`src/rtl/decode_stage.sv`:
```
// decode_stage: one-deep registered instruction decoder with RUN/HALT FSM.
// Optional DECODE_STATS_EN adds instr_count_o, a count of accepted legal words.
module decode_stage #(
  parameter int DATAWIDTH = 32
) (
  input  logic                 clk_i,
  input  logic                 rst_i,
  input  logic [31:0]          instr_i,
  input  logic                 instr_valid_i,
  output logic                 instr_ready_o,
  input  logic                 flush_i,
  output logic                 dec_valid_o,
  input  logic                 dec_ready_i,
  output logic [4:0]           ra_o,
  output logic [4:0]           rb_o,
  output logic [4:0]           rd_o,
  output logic [3:0]           opcode_o,
  output logic [DATAWIDTH-1:0] imm_o,
  output logic [4:0]           wb_addr_o,
  output logic                 reg_we_o,
  output logic                 mem_rd_o,
  output logic                 mem_wr_o,
  output logic                 branch_o,
  output logic                 jump_o,
  output logic                 illegal_o,
  output logic                 halted_o
`ifdef DECODE_STATS_EN
  ,
  output logic [31:0]          instr_count_o
`endif
);

  typedef enum logic {
    RUN  = 1'b0,
    HALT = 1'b1
  } state_t;

  typedef struct packed {
    logic [4:0]           ra;
    logic [4:0]           rb;
    logic [4:0]           rd;
    logic [3:0]           opcode;
    logic [DATAWIDTH-1:0] imm;
    logic [4:0]           wb_addr;
    logic                 reg_we;
    logic                 mem_rd;
    logic                 mem_wr;
    logic                 branch;
    logic                 jump;
    logic                 illegal;
  } dec_t;

  state_t state_q;
  logic   valid_q;
  logic   halted_q;
  dec_t   out_q;
  dec_t   dec;
  logic   accept;

  logic [12:0] off;
  logic [3:0]  op;
  logic        is_alu;
  logic        is_lw;
  logic        is_sw;
  logic        is_br;
  logic        is_jmp;
  logic        is_li;
  logic        is_ill;

  assign off = instr_i[31:19];
  assign op  = instr_i[3:0];

  assign instr_ready_o = (!valid_q || dec_ready_i)
                       && (state_q == RUN)
                       && !flush_i;

  assign accept = instr_valid_i && instr_ready_o;

  // Classify the incoming opcode into one-hot instruction classes
  always_comb begin
    is_alu = 1'b0;
    is_lw  = 1'b0;
    is_sw  = 1'b0;
    is_br  = 1'b0;
    is_jmp = 1'b0;
    is_li  = 1'b0;
    is_ill = 1'b0;
    case (op)
      4'd0, 4'd3, 4'd4, 4'd5,
      4'd6, 4'd7, 4'd8:        is_alu = 1'b1;
      4'd1:                    is_lw  = 1'b1;
      4'd2:                    is_sw  = 1'b1;
      4'd9, 4'd10, 4'd11:      is_br  = 1'b1;
      4'd12:                   is_jmp = 1'b1;
      4'd13:                   is_li  = 1'b1;
      default:                 is_ill = 1'b1;
    endcase
  end

  // Build the decoded bundle; wb_addr stays 0 unless a register is written
  always_comb begin
    dec        = '0;
    dec.ra     = instr_i[18:14];
    dec.rb     = instr_i[13:9];
    dec.rd     = instr_i[8:4];
    dec.opcode = op;
    dec.imm    = {{(DATAWIDTH-13){off[12]}}, off};
    unique case (1'b1)
      is_alu: begin
        dec.reg_we  = 1'b1;
        dec.wb_addr = instr_i[8:4];
      end
      is_lw: begin
        dec.mem_rd  = 1'b1;
        dec.reg_we  = 1'b1;
        dec.wb_addr = instr_i[13:9];
      end
      is_sw:  dec.mem_wr = 1'b1;
      is_br:  dec.branch = 1'b1;
      is_jmp: dec.jump   = 1'b1;
      is_li: begin
        dec.reg_we  = 1'b1;
        dec.wb_addr = instr_i[8:4];
      end
      is_ill: dec.illegal = 1'b1;
      default: dec.illegal = 1'b1;
    endcase
  end

  // Output register and RUN/HALT FSM; flush beats acceptance
  always_ff @(posedge clk_i) begin
    if (rst_i) begin
      state_q  <= RUN;
      valid_q  <= 1'b0;
      halted_q <= 1'b0;
      out_q    <= '0;
    end else if (flush_i) begin
      state_q  <= RUN;
      valid_q  <= 1'b0;
      halted_q <= 1'b0;
      out_q    <= '0;
    end else if (accept) begin
      valid_q <= 1'b1;
      out_q   <= dec;
      if (dec.illegal) begin
        state_q  <= HALT;
        halted_q <= 1'b1;
      end
    end else if (valid_q && dec_ready_i) begin
      valid_q <= 1'b0;
    end
  end

`ifdef DECODE_STATS_EN
  logic [31:0] cnt_q;

  // Count legal accepted words; wraps naturally at 32 bits
  always_ff @(posedge clk_i) begin
    if (rst_i) begin
      cnt_q <= '0;
    end else if (accept && !dec.illegal) begin
      cnt_q <= cnt_q + 32'd1;
    end
  end

  assign instr_count_o = cnt_q;
`endif

  assign dec_valid_o = valid_q;
  assign ra_o        = out_q.ra;
  assign rb_o        = out_q.rb;
  assign rd_o        = out_q.rd;
  assign opcode_o    = out_q.opcode;
  assign imm_o       = out_q.imm;
  assign wb_addr_o   = out_q.wb_addr;
  assign reg_we_o    = out_q.reg_we;
  assign mem_rd_o    = out_q.mem_rd;
  assign mem_wr_o    = out_q.mem_wr;
  assign branch_o    = out_q.branch;
  assign jump_o      = out_q.jump;
  assign illegal_o   = out_q.illegal;
  assign halted_o    = halted_q;

endmodule

```
`config.mk`:
```
export PLATFORM = sky130hd
export DESIGN_NAME = decode_stage
export DESIGN_NICKNAME = d
export VERILOG_FILES = /design/src/rtl/decode_stage.sv
export SDC_FILE = /design/constraint.sdc
export NUM_CORES = 1
export LEC_CHECK = 0
export BUFFER_PORTS_ARGS = -buffer_cell sky130_fd_sc_hd__buf_2
export CORE_ASPECT_RATIO = 1.1
export CORE_MARGIN = 3
export CORE_UTILIZATION = 40
export CTS_CLUSTER_SIZE = 28
export DETAILED_ROUTE_END_ITERATION = 6
export PLACE_DENSITY = 0.84
export SLEW_MARGIN = 20
export SYNTH_ARGS = -nofsm -noshare
export SYNTH_HDL_FRONTEND = slang
export SYNTH_SLANG_ARGS = --single-unit
```
`constraint.sdc`:
```
create_clock -name clk_i -period 1.6 [get_ports clk_i]
set_clock_uncertainty 0.05 [all_clocks]
set_input_delay 0.08 -clock clk_i [delete_from_list [all_inputs] [get_ports clk_i]]
set_output_delay 0.08 -clock clk_i [all_outputs]
set_load 0.01 [all_outputs]
```
After elaboration in Yosys (flattened, before gate mapping) --
Index checks and enable logic that the tools add are counted.
Cells by class: eq/ne operators 13, multiplexer cells 14, bitwise operators 2, reductions and logical operators 15
Operators by type and width (number):
- 4-bit == test (second input constant) | 6
- 4-bit by 3-bit == test with 1-bit output (second input constant) | 4
- 1-bit two-way mux | 13
- 6-bit one-hot mux with 2 select lines | 1
- 4-bit by 2-bit == test with 1-bit output (second input constant) | 2
- 7-bit OR reduction | 1
- 6-bit OR reduction | 1
- 4-bit by 1-bit == test with 1-bit output (second input constant) | 1
- 1-bit logical AND | 4
- 4-bit zero test | 1
- 2-bit OR reduction | 2
- 3-bit OR reduction | 1
- 1-bit zero test | 2
- 1-bit NOT | 2
- 2-bit AND reduction | 1
- 2-bit nonzero test | 1
- 1-bit logical OR | 1
Storage, ports and cells: bits in registers 45, output and inout port bits 65, word-level logic and storage cells 58

Logic depth before layout (Yosys ltp) --
Gate-level depths: netlist (run 1).
depth in word-level cells 6, gate-level depth with buffers 6

Least setup slack after synthesis (run 1) --
No wires, ideal clock.
path type register -> register, start point register halted_o (netlist name), end point register out_q (netlist bit branch_o), arrival time 1.252 ns, required time 1.483 ns, slack 0.231 ns, cell stages (with the launch flop) 5, buffers on the path 0, period minus slack after synthesis 1.369 ns, cell sequence dfxtp_1 -> nor2_4 -> nand3_4 -> or4b_4 -> a21oi_2
RTL lines:
- to (signal assigned) | line 136 | out_q <= '0;
- to (signal assigned) | line 141 | out_q <= '0;
- to (signal assigned) | line 144 | out_q <= dec;
- to (decl) | line 56 | dec_t out_q;

==> results.ini, run 1 <==
[cts]
post_cts_buffers=0
postCtsHoldBufs=27
clock_latency_ns=0.29
cts_made_buffers=5
clock-root-buffer=clkbuf_8
cts_buffer_depth=2
h-tree-depth=2
cts.sinks=45
cts.clk_slew.worst_paths_ns=0.08
cts_tree=yes
cts_resized=0

[worst_setup_path]
crit_arrival_ns=1.59
crit_type=register to register
cp_max_fo=20
slowest_stage=dfxtp_1
critPathMaxStageDelay_ns=0.35
r2r_setup_slack_ns=0.19
end_kind=register
worstPathCellList=nor2_4, and3_1, buf_4, nand4_1, a21oi_1
crit_path_start_kind=register
cp_data_required_time_ns=1.78

[power_and_ir_drop]
leakage_nw=1.237
p_per_area_nw_per_um2=880.8
power_w=0.002340
vdd_drop_max_uv=670.8

[run]
max_cap_viol_count=0

[floorplanning]
die_h_um=77.31
fp.coreArea_um2=4379
die_x_um=70.83
ioPinCount=102
dieArea_um2=5476
rows=25
initial_utilization=0.4223

[logic_synthesis]
synth.yosys.warnings=0
syn_nets=270
async_flop_share=0
yosysMostFrequentCell=nand2_1
ys_top_cells_by_area=dfxtp_1 (49%), nand2_1 (14%), a21oi_1 (13%)
synth_seq_cells=45
ys_types=24
synth_top_area_cell=dfxtp_1
synth_edf_count=0
synth_top_area_share=0.4871
synth_area_um2=1849
syn_area_per_cell_um2=7.937
synthesis.instances=233
ys_seq_area_frac=0.4871
yosys-top-cells-count=nand2_1 (71), a21oi_1 (49), dfxtp_1 (45)
synthFlopType=dfxtp_1

[routing]
via_count=1892
drc=0
routed_wl_um=5053
dr.pass1.iters=4
avgViaCountPerCell=4.802
first_iter_violations=99
wire_per_inst_um=12.82
postRouteAntennaNets=0

[global_routing]
grt_use_total=0.1849
grt_overflow=0
grt_pass1_vias=1761
antenna_found_initial=0
grt_pass1_wl_um=8128
grt_max_degree=45

[placement]
portBuffers=101
dp_hpwl_um=3392
gp_congestion=0.7782

[cells_and_area]
final_nets=376
syn2layout_area_growth_pct=43.64
drive_gt1_frac=0.3529
insertedDiodeCount=0

[timing]
clock.fmax_ghz=0.7073
maxSlewHeadroom=0.5876
min_period_over_period=0.8837
worst_pin_slew_ns=0.6170
drv_slew=0
setup_violations=0
fin_crit_ns=1.414
rsz0062_at_grt=no
hold_violations=0
fin_tns_setup_ns=0

[hold_path]
hold_class=input port to register

[status]
status=complete, no violations

cells in the final DEF, fill, tap and decap left out:
cell / n
nand3_4: 1
a21oi_2: 1
or2_1: 1
bufinv_16: 1
nor4b_2: 1
nor3_1: 1
nand2_1: 71
a21oi_1: 49
and2_1: 1
nor4b_1: 1
clkbuf_8: 6
nor2_1: 7
dfxtp_1: 45
nand4_1: 2
nor2_4: 1
a22oi_1: 5
xor2_1: 1
buf_2: 101
dlygate4sd3_1: 27
and3_1: 1
or4b_4: 1
clkbuf_1: 1
inv_1: 1
buf_12: 1
nand2b_2: 1
o21ai_1: 6
buf_4: 5
through the flow:
| stage | instances | utilization | worst slack (ns) | hold WS [ns] | instance area [um2] |
|---|---|---|---|---|---|
| finish | 394 | 0.6066 | 0.1861 | 0.02360 | 2656 |
| global route | 394 | 0.6066 | 0.05010 | 0.02973 | 2656 |
| CTS | 394 | 0.6066 | 0.1918 | 0.02090 | 2656 |
| detailed placement | 359 | 0.5183 | 0.2297 | 0.2757 | 2270 |
| global placement | 359 | 0.5183 | 0.2936 | 0.2707 | 2270 |
| floorplan | 233 | - | 0.2312 | 0.1660 | 1849 |
where the power goes:
| group | switching [W] | leakage (nW) | total [W] | internal (W) |
|---|---|---|---|---|
| sequential | 0.0000129 | 0.364 | 0.00116 | 0.00114 |
| combinational | 0.000164 | 0.814 | 0.000312 | 0.000148 |
| clock | 0.000363 | 0.0585 | 0.000872 | 0.000509 |
per-layer routing:
| layer | track usage | part of all wire | up-vias | wire (um) |
|---|---|---|---|---|
| met5 | 0 | 0 | - | 0 |
| met4 | 0.07143 | 0.020 | 0 | 101 |
| met3 | 0.04063 | 0.062 | 8 | 311 |
| met2 | 0.3377 | 0.52 | 67 | 2646 |
| met1 | 0.2045 | 0.39 | 859 | 1994 |
| li1 | - | - | 958 | - |
flip-flops by register name, indices dropped and copies added, names as in the netlist:
register and flops:
halted_o 1, reg_we_o 1, imm_o 13, branch_o 1
dec_valid_o 1, mem_wr_o 1, jump_o 1, mem_rd_o 1
illegal_o 1, rd_o 5, wb_addr_o 5, rb_o 5
ra_o 5, opcode_o 4
logic make-up after synthesis:
group / after synthesis / share of synthesized area
AOI/OAI and AO/OA: 61 / 0.1739
xor gates and xnor gates: 1 / 0.004737
buffers and inverters: 36 / 0.1157
DFF: 45 / 0.4871
and+or+nand+nor: 90 / 0.2185
worst max-delay path, delay by kind of cell (launching register included):
kind            cells  cell delay [ns]
buf+inv             1             0.27
flops               1             0.35
compound gates      1             0.15
simple gates        3             0.53
worst paths after layout:
path,startpoint,to,cells past startpoint
setup / recovery,halted_o,jump_o,5
hold / removal,instr_i[9],rb_o[0],3
setup reg to reg,halted_o,jump_o,5
hold reg to reg,imm_o[9],imm_o[9],2
area by class of cell:
class                           count  area, um2
Multi-Input combinational cell    152      734.5
Tap cell                           54      67.56
Timing Repair Buffer              134      833.3
Clock buffer                        7      86.33
Clock inverter                      1      30.03
Fill cell                         409       1723
Inverter                            1      3.754
Sequential cell                    45      900.9
Power figures use the tool's default switching activity.
==> inputs of run 2 (changes only) <==
- CORE_UTILIZATION: 40 -> 44
- PLACE_DENSITY: 0.84 -> 0.9
==> run 2 against run 1 <==
Net effect: cell count unchanged; worst hold slack improved by 0.013 ns; fmax fell by 0.63%; wire length rose by 1.1%; total power increased by 5.5%; count of clock-buffer cells in the layout decreased by 2; critical path type unchanged.
==> results.ini, run 2 (synthesis results as in run 1) <==
[status]
status=complete, no violations

[timing]
fin_crit_ns=1.423
fin_tns_setup_ns=0
layout_setup_ws_ns=0.1772
clock.fmax_ghz=0.7028
hold-worst-slack_ns=0.03690
rsz0062_at_grt=no
worst_pin_slew_ns=0.5798
drv_slew=0
setup_violations=0
min_period_over_period=0.8893
hold_violations=0
maxSlewHeadroom=0.6124

[placement]
place_ws_ns=0.2066
dp_hpwl_um=3426
portBuffers=101
gp_congestion=0.7939
dp.cells=358

[power_and_ir_drop]
p_per_area_nw_per_um2=922.7
leakage_nw=1.249
vdd_drop_max_uv=789.1

[cts]
cts_tree=yes
cts.clk_slew.worst_paths_ns=0.09
cts_resized=0
cts.sinks=45
clock_latency_ns=0.29
post_cts_buffers=0
h-tree-depth=2
cts_made_buffers=5
clock-root-buffer=clkbuf_8
cts_buffer_depth=2

[worst_setup_path]
crit_arrival_ns=1.61
reg2reg_depth=5
crit_path_start_kind=register
crit_type=register to register
cp_data_required_time_ns=1.78
slowest_stage=dfxtp_1
cp_max_fo=13
critPathMaxStageDelay_ns=0.35
worstPathCellList=nor2_4, and3_1, buf_4, o21ai_1, a21oi_1
end_kind=register

[floorplanning]
die_h_um=74.00
die_x_um=67.81
fp.coreArea_um2=3994
initial_utilization=0.4630
dieArea_um2=5018
ioPinCount=102
rows=24

[routing]
drc=0
routed_wl_um=5110
via_count=1926
dr.pass1.iters=4
postRouteAntennaNets=0
avgViaCountPerCell=4.888
first_iter_violations=90
wire_per_inst_um=12.97

[global_routing]
grt_pass1_wl_um=7872
antenna_found_initial=0
grt_use_total=0.2070
grt_max_degree=25
grt_pass1_vias=1753
grt_overflow=0

[cells_and_area]
syn2layout_area_growth_pct=44.72
fillers=308
most-common-layout-cells=buf_2 (101), nand2_1 (71), a21oi_1 (49)
drive_gt1_frac=0.3567
largest_register_ff_count=13
final_nets=378
fin_cells=394
insertedDiodeCount=0
mostFrequentLayoutCell=buf_2

[hold_path]
hold_depth=3
hold_class=input port to register

[run]
max_cap_viol_count=0

run 2: cell count changes in the layout (fill, tap and decap cells not counted), sizes merged:
cell / delta
clkbuf: -2
buf: +1
bufinv: +1
dlygate4sd3: +1
clkinv: +1
run 2: area by class of cell:
cell class | instances | area [um2] | area share
flip-flops and latches | 45 | 900.9 | 0.3366
repair buffers | 136 | 838.3 | 0.3132
multi-input cells | 152 | 734.5 | 0.2744
clock buffers | 5 | 68.82 | 0.02571
clock inverters | 3 | 65.06 | 0.02431
well taps | 52 | 65.06 | 0.02431
inverters | 1 | 3.754 | 0.001403
run 2: final timing paths:
| kind | start | endpoint | slack, ns |
|---|---|---|---|
| max | halted_o | wb_addr_o[0] | 0.18 |
| min | instr_i[0] | opcode_o[0] | 0.04 |
| max reg2reg | halted_o | wb_addr_o[0] | 0.18 |
| min reg2reg | ra_o[1] | ra_o[1] | 0.40 |
run 2: critical path: cells and delay by family, from the launching register on:
family,cells,cell delay (ns)
simple gates,2,0.47
flops,1,0.35
compound gates,2,0.25
buf+inv,1,0.24
run 2: metrics by stage:
stage / instance area, um2 / util / total power (W)
global placement: 2262 / 0.5664 / 0.001432
finish: 2676 / 0.6701 / 0.002469
floorplan: 1849 / - / 0.001333
global route: 2676 / 0.6701 / 0.002565
CTS: 2676 / 0.6701 / 0.002481
detailed placement: 2262 / 0.5664 / 0.001437
run 2: metal layers:
layer | wire, um | track usage
met1 | 2039 | 0.2356
met2 | 2638 | 0.3622
met3 | 301 | 0.04683
met4 | 130 | 0.1015
met5 | 0 | 0
run 2: report_power, final:
group	switching, W	total, W	internal, W
Combinational	0.000164	0.000311	0.000147
Sequential	0.0000136	0.00116	0.00114
Clock	0.000381	0.00100	0.000620
Total	0.000558	0.00247	0.00191
run 2: timing repair:
action / 4_1_cts / 5_1_grt
setup endpoints to repair: 0 / 0
hold buffers: 28 / 0
endpoints found under the hold margin: 28 / 0
